[config.mk]
export PLATFORM = sky130hd
export DESIGN_NAME = aes_core_sequencer
export DESIGN_NICKNAME = d
export VERILOG_FILES = /design/src/rtl/aes_core_sequencer.sv
export SDC_FILE = /design/constraint.sdc
export NUM_CORES = 1
export LEC_CHECK = 0
export BUFFER_PORTS_ARGS = -buffer_cell sky130_fd_sc_hd__buf_2
export CAP_MARGIN = 10
export CORE_AREA = 2 2 416 418
export CTS_CLUSTER_SIZE = 16
export DETAILED_ROUTE_END_ITERATION = 12
export DIE_AREA = 0 0 418 420
export HOLD_SLACK_MARGIN = 0.1
export PLACE_DENSITY = 0.31
export SLEW_MARGIN = 20
export SYNTH_ARGS = -nofsm -noshare
export SYNTH_HDL_FRONTEND = slang
export SYNTH_SLANG_ARGS = --single-unit
[constraint.sdc]
create_clock -name clk -period 2.3 [get_ports clk]
set_clock_uncertainty 0.2 [all_clocks]
set_input_delay 0.46 -clock clk [delete_from_list [all_inputs] [get_ports clk]]
set_output_delay 0.46 -clock clk [all_outputs]
set_load 0.02 [all_outputs]
[src/rtl/aes_core_sequencer.sv]
// Initiator-side sequencer for aes_core. It accepts one block request, runs key expansion
// only when the loaded key cannot be reused, runs block processing, and returns the result.
module aes_core_sequencer #(
    parameter int TIMEOUT_CYCLES = 1024,
    parameter int LAT_W          = 16
) (
    input  logic               clk,
    input  logic               reset,
    input  logic               req_valid,
    output logic               req_ready,
    input  logic               req_encdec,
    input  logic               req_keylen,
    input  logic               req_new_key,
    input  logic [255:0]       req_key,
    input  logic [127:0]       req_block,
    output logic               rsp_valid,
    input  logic               rsp_ready,
    output logic [127:0]       rsp_data,
    output logic               rsp_error,
    output logic [LAT_W-1:0]   last_latency,
    output logic               core_encdec,
    output logic               core_init,
    output logic               core_next,
    output logic               core_keylen,
    output logic [255:0]       core_key,
    output logic [127:0]       core_block,
    input  logic               core_ready,
    input  logic [127:0]       core_result,
    input  logic               core_result_valid
);

    typedef enum logic [2:0] {
        IDLE,
        KEY_INIT,
        KEY_WAIT,
        BLK_START,
        BLK_WAIT,
        RESP
    } state_t;

    localparam int WD_W = (TIMEOUT_CYCLES > 1) ? $clog2(TIMEOUT_CYCLES) : 1;
    localparam logic [WD_W-1:0] WD_LAST = WD_W'(TIMEOUT_CYCLES - 1);

    state_t            state;
    logic              key_valid;
    logic              loaded_keylen;
    logic              encdec_q;
    logic              keylen_q;
    logic [255:0]      key_q;
    logic [127:0]      block_q;
    logic [WD_W-1:0]   wd_cnt;
    logic [LAT_W-1:0]  lat_cnt;
    logic [LAT_W-1:0]  lat_inc;
    logic              need_init;
    logic              guard_done;
    logic              wd_fire;

    // Reuse is decided on control inputs only; the key value itself is never compared.
    assign need_init  = req_new_key || !key_valid || (req_keylen != loaded_keylen);
    assign lat_inc    = (&lat_cnt) ? lat_cnt : lat_cnt + LAT_W'(1);
    assign guard_done = (wd_cnt != '0);
    assign wd_fire    = (wd_cnt == WD_LAST);

    assign core_encdec = encdec_q;
    assign core_keylen = keylen_q;
    assign core_key    = key_q;
    assign core_block  = block_q;

    always_ff @(posedge clk) begin
        if (reset) begin
            state         <= IDLE;
            req_ready     <= 1'b1;
            rsp_valid     <= 1'b0;
            rsp_error     <= 1'b0;
            rsp_data      <= '0;
            last_latency  <= '0;
            core_init     <= 1'b0;
            core_next     <= 1'b0;
            encdec_q      <= 1'b0;
            keylen_q      <= 1'b0;
            key_q         <= '0;
            block_q       <= '0;
            key_valid     <= 1'b0;
            loaded_keylen <= 1'b0;
            wd_cnt        <= '0;
            lat_cnt       <= '0;
        end else begin
            core_init <= 1'b0;
            core_next <= 1'b0;
            if (state != IDLE) begin
                lat_cnt <= lat_inc;
            end

            case (state)
                IDLE: begin
                    if (req_valid && req_ready) begin
                        encdec_q  <= req_encdec;
                        keylen_q  <= req_keylen;
                        key_q     <= req_key;
                        block_q   <= req_block;
                        lat_cnt   <= '0;
                        req_ready <= 1'b0;
                        state     <= need_init ? KEY_INIT : BLK_START;
                    end
                end

                KEY_INIT: begin
                    if (core_ready) begin
                        core_init <= 1'b1;
                        wd_cnt    <= '0;
                        state     <= KEY_WAIT;
                    end
                end

                // The first wait cycle samples core_ready before the core has seen the
                // pulse, so completion is only accepted once wd_cnt has moved off zero.
                KEY_WAIT: begin
                    if (guard_done && core_ready) begin
                        key_valid     <= 1'b1;
                        loaded_keylen <= keylen_q;
                        state         <= BLK_START;
                    end else if (wd_fire) begin
                        rsp_valid    <= 1'b1;
                        rsp_error    <= 1'b1;
                        rsp_data     <= '0;
                        key_valid    <= 1'b0;
                        last_latency <= lat_inc;
                        state        <= RESP;
                    end else begin
                        wd_cnt <= wd_cnt + WD_W'(1);
                    end
                end

                BLK_START: begin
                    if (core_ready) begin
                        core_next <= 1'b1;
                        wd_cnt    <= '0;
                        state     <= BLK_WAIT;
                    end
                end

                BLK_WAIT: begin
                    if (guard_done && core_ready && core_result_valid) begin
                        rsp_valid    <= 1'b1;
                        rsp_error    <= 1'b0;
                        rsp_data     <= core_result;
                        last_latency <= lat_inc;
                        state        <= RESP;
                    end else if (wd_fire) begin
                        rsp_valid    <= 1'b1;
                        rsp_error    <= 1'b1;
                        rsp_data     <= '0;
                        key_valid    <= 1'b0;
                        last_latency <= lat_inc;
                        state        <= RESP;
                    end else begin
                        wd_cnt <= wd_cnt + WD_W'(1);
                    end
                end

                // Response is held until taken; req_ready reopens on the following cycle.
                RESP: begin
                    if (rsp_ready) begin
                        rsp_valid <= 1'b0;
                        rsp_error <= 1'b0;
                        req_ready <= 1'b1;
                        state     <= IDLE;
                    end
                end

                default: begin
                    state     <= IDLE;
                    req_ready <= 1'b1;
                end
            endcase
        end
    end

endmodule

==> results.ini, run 1 <==
[status]
status = finished with violations
failed_checks = negative setup slack

[floorplanning]
die_area_um2 = 176000
rows = 152
core_area_um2 = 171000
die_y_um = 420
start_util_pct = 11.6
die_x_um = 418
ios = 1056

[timing]
setup_viol_count_final = 154
rsz0062_at_grt = yes
period_minus_slack_ps = 2520
period_share_pct = 109
relSlewSlack_pct = 62.6
slew_viol_final = 0
hold_violations = 0
worstMarginPinSlew_ps = 560
postLayoutSetupSlackWorst_ps = -218
fmax_mhz = 397

[clock_network]
cts-root-buf = clkbuf_16
cts_tree = done
clock_latency_ps = 700
numCtsBuffers = 75
clockBufferDepth = 3
ctsHtreeMaxLevel = 3
path_clk_slew_ps = 60
clock-sinks = 566

[final_layout]
layout-drive-gt1-share_pct = 34.5
nFillCells = 19105
post-route-cell-area_um2 = 36900
final_nets = 4467
synthToLayoutAreaGrowth_pct = 86.7
final_util_pct = 21.6

[synth]
synth_cell_types = 62
async_reset_ff_share_pct = 0
yosysWarnings = 0
ys_seq_area_share_pct = 57.3
synth.avg_cell_area_um2 = 8.55
synth_ff_type = dfxtp_1
synth_seq_cells = 566
syn_area_um2 = 19800
synth_edf_count = 0
netlist_instances = 2313
synth_nets = 2837

[critical_path]
cp-endpoint = wd_cnt[6]
cp_slowest_cell = or4_4
reg2reg_from = wd_cnt[0]
path_depth = 8
cp.required_ps = 2740
critPathKind = register to register
r2r_cells = 8
worstReg2RegEnd = wd_cnt[6]
crit_buf_inv = 2
path_cells = inv_2 -> ha_4 -> or4b_4 -> o31ai_4 -> buf_6 -> o311ai_4 -> or4_4 -> a21oi_2
critPathTopFamily = simple AND/OR/NAND/NOR gates
crit_path_max_fanout = 4
end_kind = register
worstPathArrival_ps = 2960
crit_path_start = wd_cnt[0]
slowest_delay_ps = 570
r2r_slack_ps = -220
cp-start-kind = register

[placement]
dpl.hpwl_um = 87200
pre_cts_slack_ps = -150
gp_congestion = 0.790
port_buffers = 1055
dpl_cell_area_um2 = 28600

[min_path]
hold_path.class = register to register

[grt]
track_usage_pct = 12.2
grt_max_degree = 85
antenna_found_initial = 28
grt_overflow = 0
first_global_vias = 22530
grt_pass1_wl_um = 158000

[power]
p_per_area_nw_per_um2 = 958
p_leak_nw = 16.1
max-vdd-ir-drop_v = 0.000561

[detailed_routing]
wl_um = 115000
drtIter0Drc = 1180
first_pass_iters = 5
viasPerCell = 3.62
drt_drc_violations_left = 0
wl_per_cell_um = 18.3
ant_nets = 0
vias = 22653

[job]
max-cap-violations = 0

-- kinds of logic after synthesis --
group                    share of synthesized area (%)
buffers and inverters                             4.00
flip-flops                                        57.3
adder cells (fa/ha/maj)                          0.190
multiplexers                                     0.304
XOR/XNOR                                         0.266
AND/OR/NAND/NOR                                   18.5
AO/OA/AOI/OAI                                     19.4
-- state kept, by name (all words and copies together) (netlist names), 3 cells and up --
signal	flops
core_key	256
lat_cnt	16
last_latency	16
wd_cnt	10
rsp_data	128
core_block	128
state	3
-- cell usage after synthesis, drive strengths merged, types with 7 or more instances --
library cell  count  area [µm²]
clkbuf          151         567
a22o            128        1120
a211oi            7        52.6
nand2           805        3020
nand4            10        62.6
nor3             12        60.1
a21oi           424        2120
o21ai            27         139
nand3            19        95.1
nor2             24        92.6
buf              26         199
and3              7        43.8
a311oi            7        61.3
a32o              7        70.1
dfxtp           566       11300
nor4              7        50.1
-- worst register-to-register path: cells and delay by family (launching register included) --
| kind | cells | cell delay, ps |
|---|---|---|
| and+or+nand+nor | 2 | 1050 |
| DFF | 1 | 320 |
| buffers and inverters | 2 | 230 |
| adders and majority gates | 1 | 120 |
| AOI/OAI and AO/OA | 3 | 520 |
-- power by group --
group / internal, mW / switching, mW
Clock: 7.38 / 5.17
Sequential: 11.1 / 0.669
Combinational: 3.93 / 7.10
-- what timing repair did --
action	in CTS	in global routing
setup endpoints to repair	154	173
pin swaps	7	26
gates resized for setup	22	42
hold buffers	520	0
buffers inserted	4	9
hold endpoints to repair	535	0
cloned	0	3
-- routing by layer --
| layer | global-route usage, % | vias up | share of wire, % |
|---|---|---|---|
| met5 | 0 | - | 0.13 |
| met4 | 4.20 | 22 | 3.1 |
| met3 | 3.22 | 166 | 5.4 |
| met2 | 20.7 | 649 | 49 |
| met1 | 14.8 | 10667 | 42 |
| li1 | - | 11149 | - |
-- how the worst min path moves through the flow --
stage	startpoint	endpoint	slack, ps	cells past startpoint
after floorplan	wd_cnt[0]	wd_cnt[0]	260	2
after global placement	core_key[123]	core_key[123]	240	2
after global routing	core_result[17]	rsp_data[17]	260	3
after detailed placement	core_block[34]	core_block[34]	240	2
after CTS	core_result[9]	rsp_data[9]	220	3
final	core_key[228]	core_key[228]	250	2
-- placed cells by master (no fill, tap or decap), types with 7 or more instances in the layout --
master	instances
o21ai_2	11
clkbuf_8	22
nand2_1	801
a21oi_1	418
diode_2	18
buf_12	35
clkbuf_16	77
buf_6	10
dlygate4sd3_1	520
buf_4	108
buf_2	1054
a22o_1	128
nand4_1	10
nand3_1	18
nor2_1	21
and3_1	7
o21ai_0	13
a32o_1	7
clkbuf_1	17
nor3_1	12
clkinv_2	9
dfxtp_1	564
-- final cells by class --
| cell class | count | area (µm²) | area share (%) |
|---|---|---|---|
| clock buffers | 114 | 2240 | 6.08 |
| well taps | 2233 | 2790 | 7.57 |
| diodes | 18 | 45.0 | 0.122 |
| clock inverters | 24 | 383 | 1.04 |
| flip-flops and latches | 566 | 11300 | 30.7 |
| multi-input cells | 1563 | 7930 | 21.5 |
| inverters | 7 | 26.3 | 0.0712 |
| repair buffers | 1730 | 12200 | 33.0 |
-- stage by stage --
stage	power [mW]	instances	hold slack, ps	setup TNS (ps)
final	35.4	6255	248	-23760
after global routing	37.4	6250	256	-38380
after CTS	35.9	6226	217	-23700
after detailed placement	22.2	5565	243	-18580
after global placement	22.2	5565	239	-23280
after floorplan	17.1	2313	256	-4310
(Power assumes the default switching activity.)
==> run 2, diff against run 1 <==
- RECOVER_POWER: default -> 50
- SLEW_MARGIN: 20 -> 25
==> run 2 against run 1 <==
Net effect: the run still ends with negative setup slack left; clock power about the same; critical path type unchanged; global-route usage stayed put; worst hold slack better by 3.1 ps; critical path depth rose by 3; cell area fell by 1.6%; sequential share of layout area rose by 0.50 points.
==> results.ini, run 2 (synthesis results as in run 1) <==
[status]
status = finished with violations
failed_checks = negative setup slack

[detailed_routing]
drtIter0Drc = 1074
ant_nets = 0
vias = 22706
viasPerCell = 3.63
wl_per_cell_um = 18.4
first_pass_iters = 6
drt_drc_violations_left = 0
wl_um = 115000

[clock_network]
cts_tree = done
clock_latency_ps = 700
numCtsBuffers = 75
ctsHtreeMaxLevel = 3
clock-sinks = 566
clockBufferDepth = 3
path_clk_slew_ps = 60
cts-root-buf = clkbuf_16

[floorplanning]
die_x_um = 418
die_y_um = 420
die_area_um2 = 176000
start_util_pct = 11.6
core_area_um2 = 171000
rows = 152
ios = 1056

[critical_path]
crit_path_start = wd_cnt[0]
cp.required_ps = 2720
cp-start-kind = register
critPathKind = register to register
worstPathArrival_ps = 2940
crit_path_max_fanout = 4
end_kind = register
r2r_slack_ps = -230
reg2reg_from = wd_cnt[0]

[grt]
track_usage_pct = 12.2
grt_overflow = 0
antenna_found_initial = 29
grt_pass1_wl_um = 158000
grt_max_degree = 85
first_global_vias = 22530

[job]
max-cap-violations = 0

[final_layout]
final_common_cell = nand2_1
final_cell_mix = nand2_1, buf_2, dfxtp_1
largest_register_ff_count = 256
post-route-cell-area_um2 = 36300
synthToLayoutAreaGrowth_pct = 83.7
final_nets = 4467
nFillCells = 19315
register_area_um2 = 11300
final_util_pct = 21.2
instances_no_fill = 6255
layout-drive-gt1-share_pct = 23.6
multi_input_area_um2 = 7920

[placement]
dp.cells = 5565
dpl_cell_area_um2 = 28600
port_buffers = 1055
pre_cts_slack_ps = -150
dpl.hpwl_um = 87200
gp_congestion = 0.790

[min_path]
worstHoldStart = core_key[228]
hold_path.class = register to register

[timing]
slew_viol_final = 0
postLayoutSetupSlackWorst_ps = -226
fmax_mhz = 396
period_minus_slack_ps = 2530
worstMarginPinSlew_ps = 554
period_share_pct = 110
rsz0062_at_grt = yes
setup-tns-final_ps = -23620
hold_violations = 0
relSlewSlack_pct = 63.0
hold_ws_ps = 252
setup_viol_count_final = 154

[power]
p_leak_nw = 14.3
total_power_mw = 35.0
p_int_mw = 22.1
p_sw_share_pct = 37.0
switching_power_mw = 12.9
combPwrFrac_pct = 30.5
max-vdd-ir-drop_v = 0.000564
sequentialPowerShare_pct = 33.8
pwr-share-clk_pct = 35.8
p_per_area_nw_per_um2 = 964

run 2: changes by cell type in the layout (fill, tap and decap cells not counted):
cell	previous run	this run
buf_12	35	33
buf_2	1054	620
clkbuf_2	0	4
buf_6	10	11
nand3_4	1	0
buf_4	108	103
clkbuf_1	17	453
nand3_1	18	19
run 2: worst paths after layout:
| check | end | cells after the start |
|---|---|---|
| worst max register to register | last_latency[1] | 11 |
| worst max-delay path | last_latency[1] | 11 |
| worst min-delay path | core_key[228] | 2 |
| worst min register to register | core_key[228] | 2 |
run 2: final cells by class:
class,instances,share of cell area (%)
sequential,566,31.2
clock buffer,114,6.18
tap,2233,7.69
multi-input combinational,1563,21.8
antenna,18,0.124
clock inverter,24,1.05
inverter,7,0.0723
timing repair buffer,1730,31.9
run 2: power groups by stage:
stage | logic (mW) | clock network [mW] | registers [mW]
after global routing | 11.6 | 13.4 | 12.0
after floorplan | 3.64 | 0 | 13.5
final | 10.7 | 12.5 | 11.8
after CTS | 11.1 | 13.1 | 11.8
after global placement | 10.2 | 0 | 12.0
after detailed placement | 10.2 | 0 | 12.0
run 2: worst max-delay path, cell delays in order (launching register included):
cell,delay [ps]
dfxtp_2,320
inv_2,70
ha_4,120
or4b_4,480
o31ai_4,270
buf_6,150
buf_12,100
buf_12,100
a2bb2oi_4,210
nor2_4,60
buf_6,140
a311oi_1,200
run 2: repair_timing:
action	4_1_cts	5_1_grt
cloned	0	3
pin swaps	7	26
setup endpoints to repair	154	173
hold buffers	520	0
endpoints found under the hold margin	535	0
buffers inserted	4	9
resized for setup	22	42
run 2: per-layer routing:
metal	wire (µm)	track usage (%)	share of wire, %	vias up
li1	-	-	-	11145
met1	48200	14.8	42	10693
met2	56300	20.7	49	679
met3	6620	3.22	5.8	167
met4	3550	4.20	3.1	22
met5	141	0	0.12	-
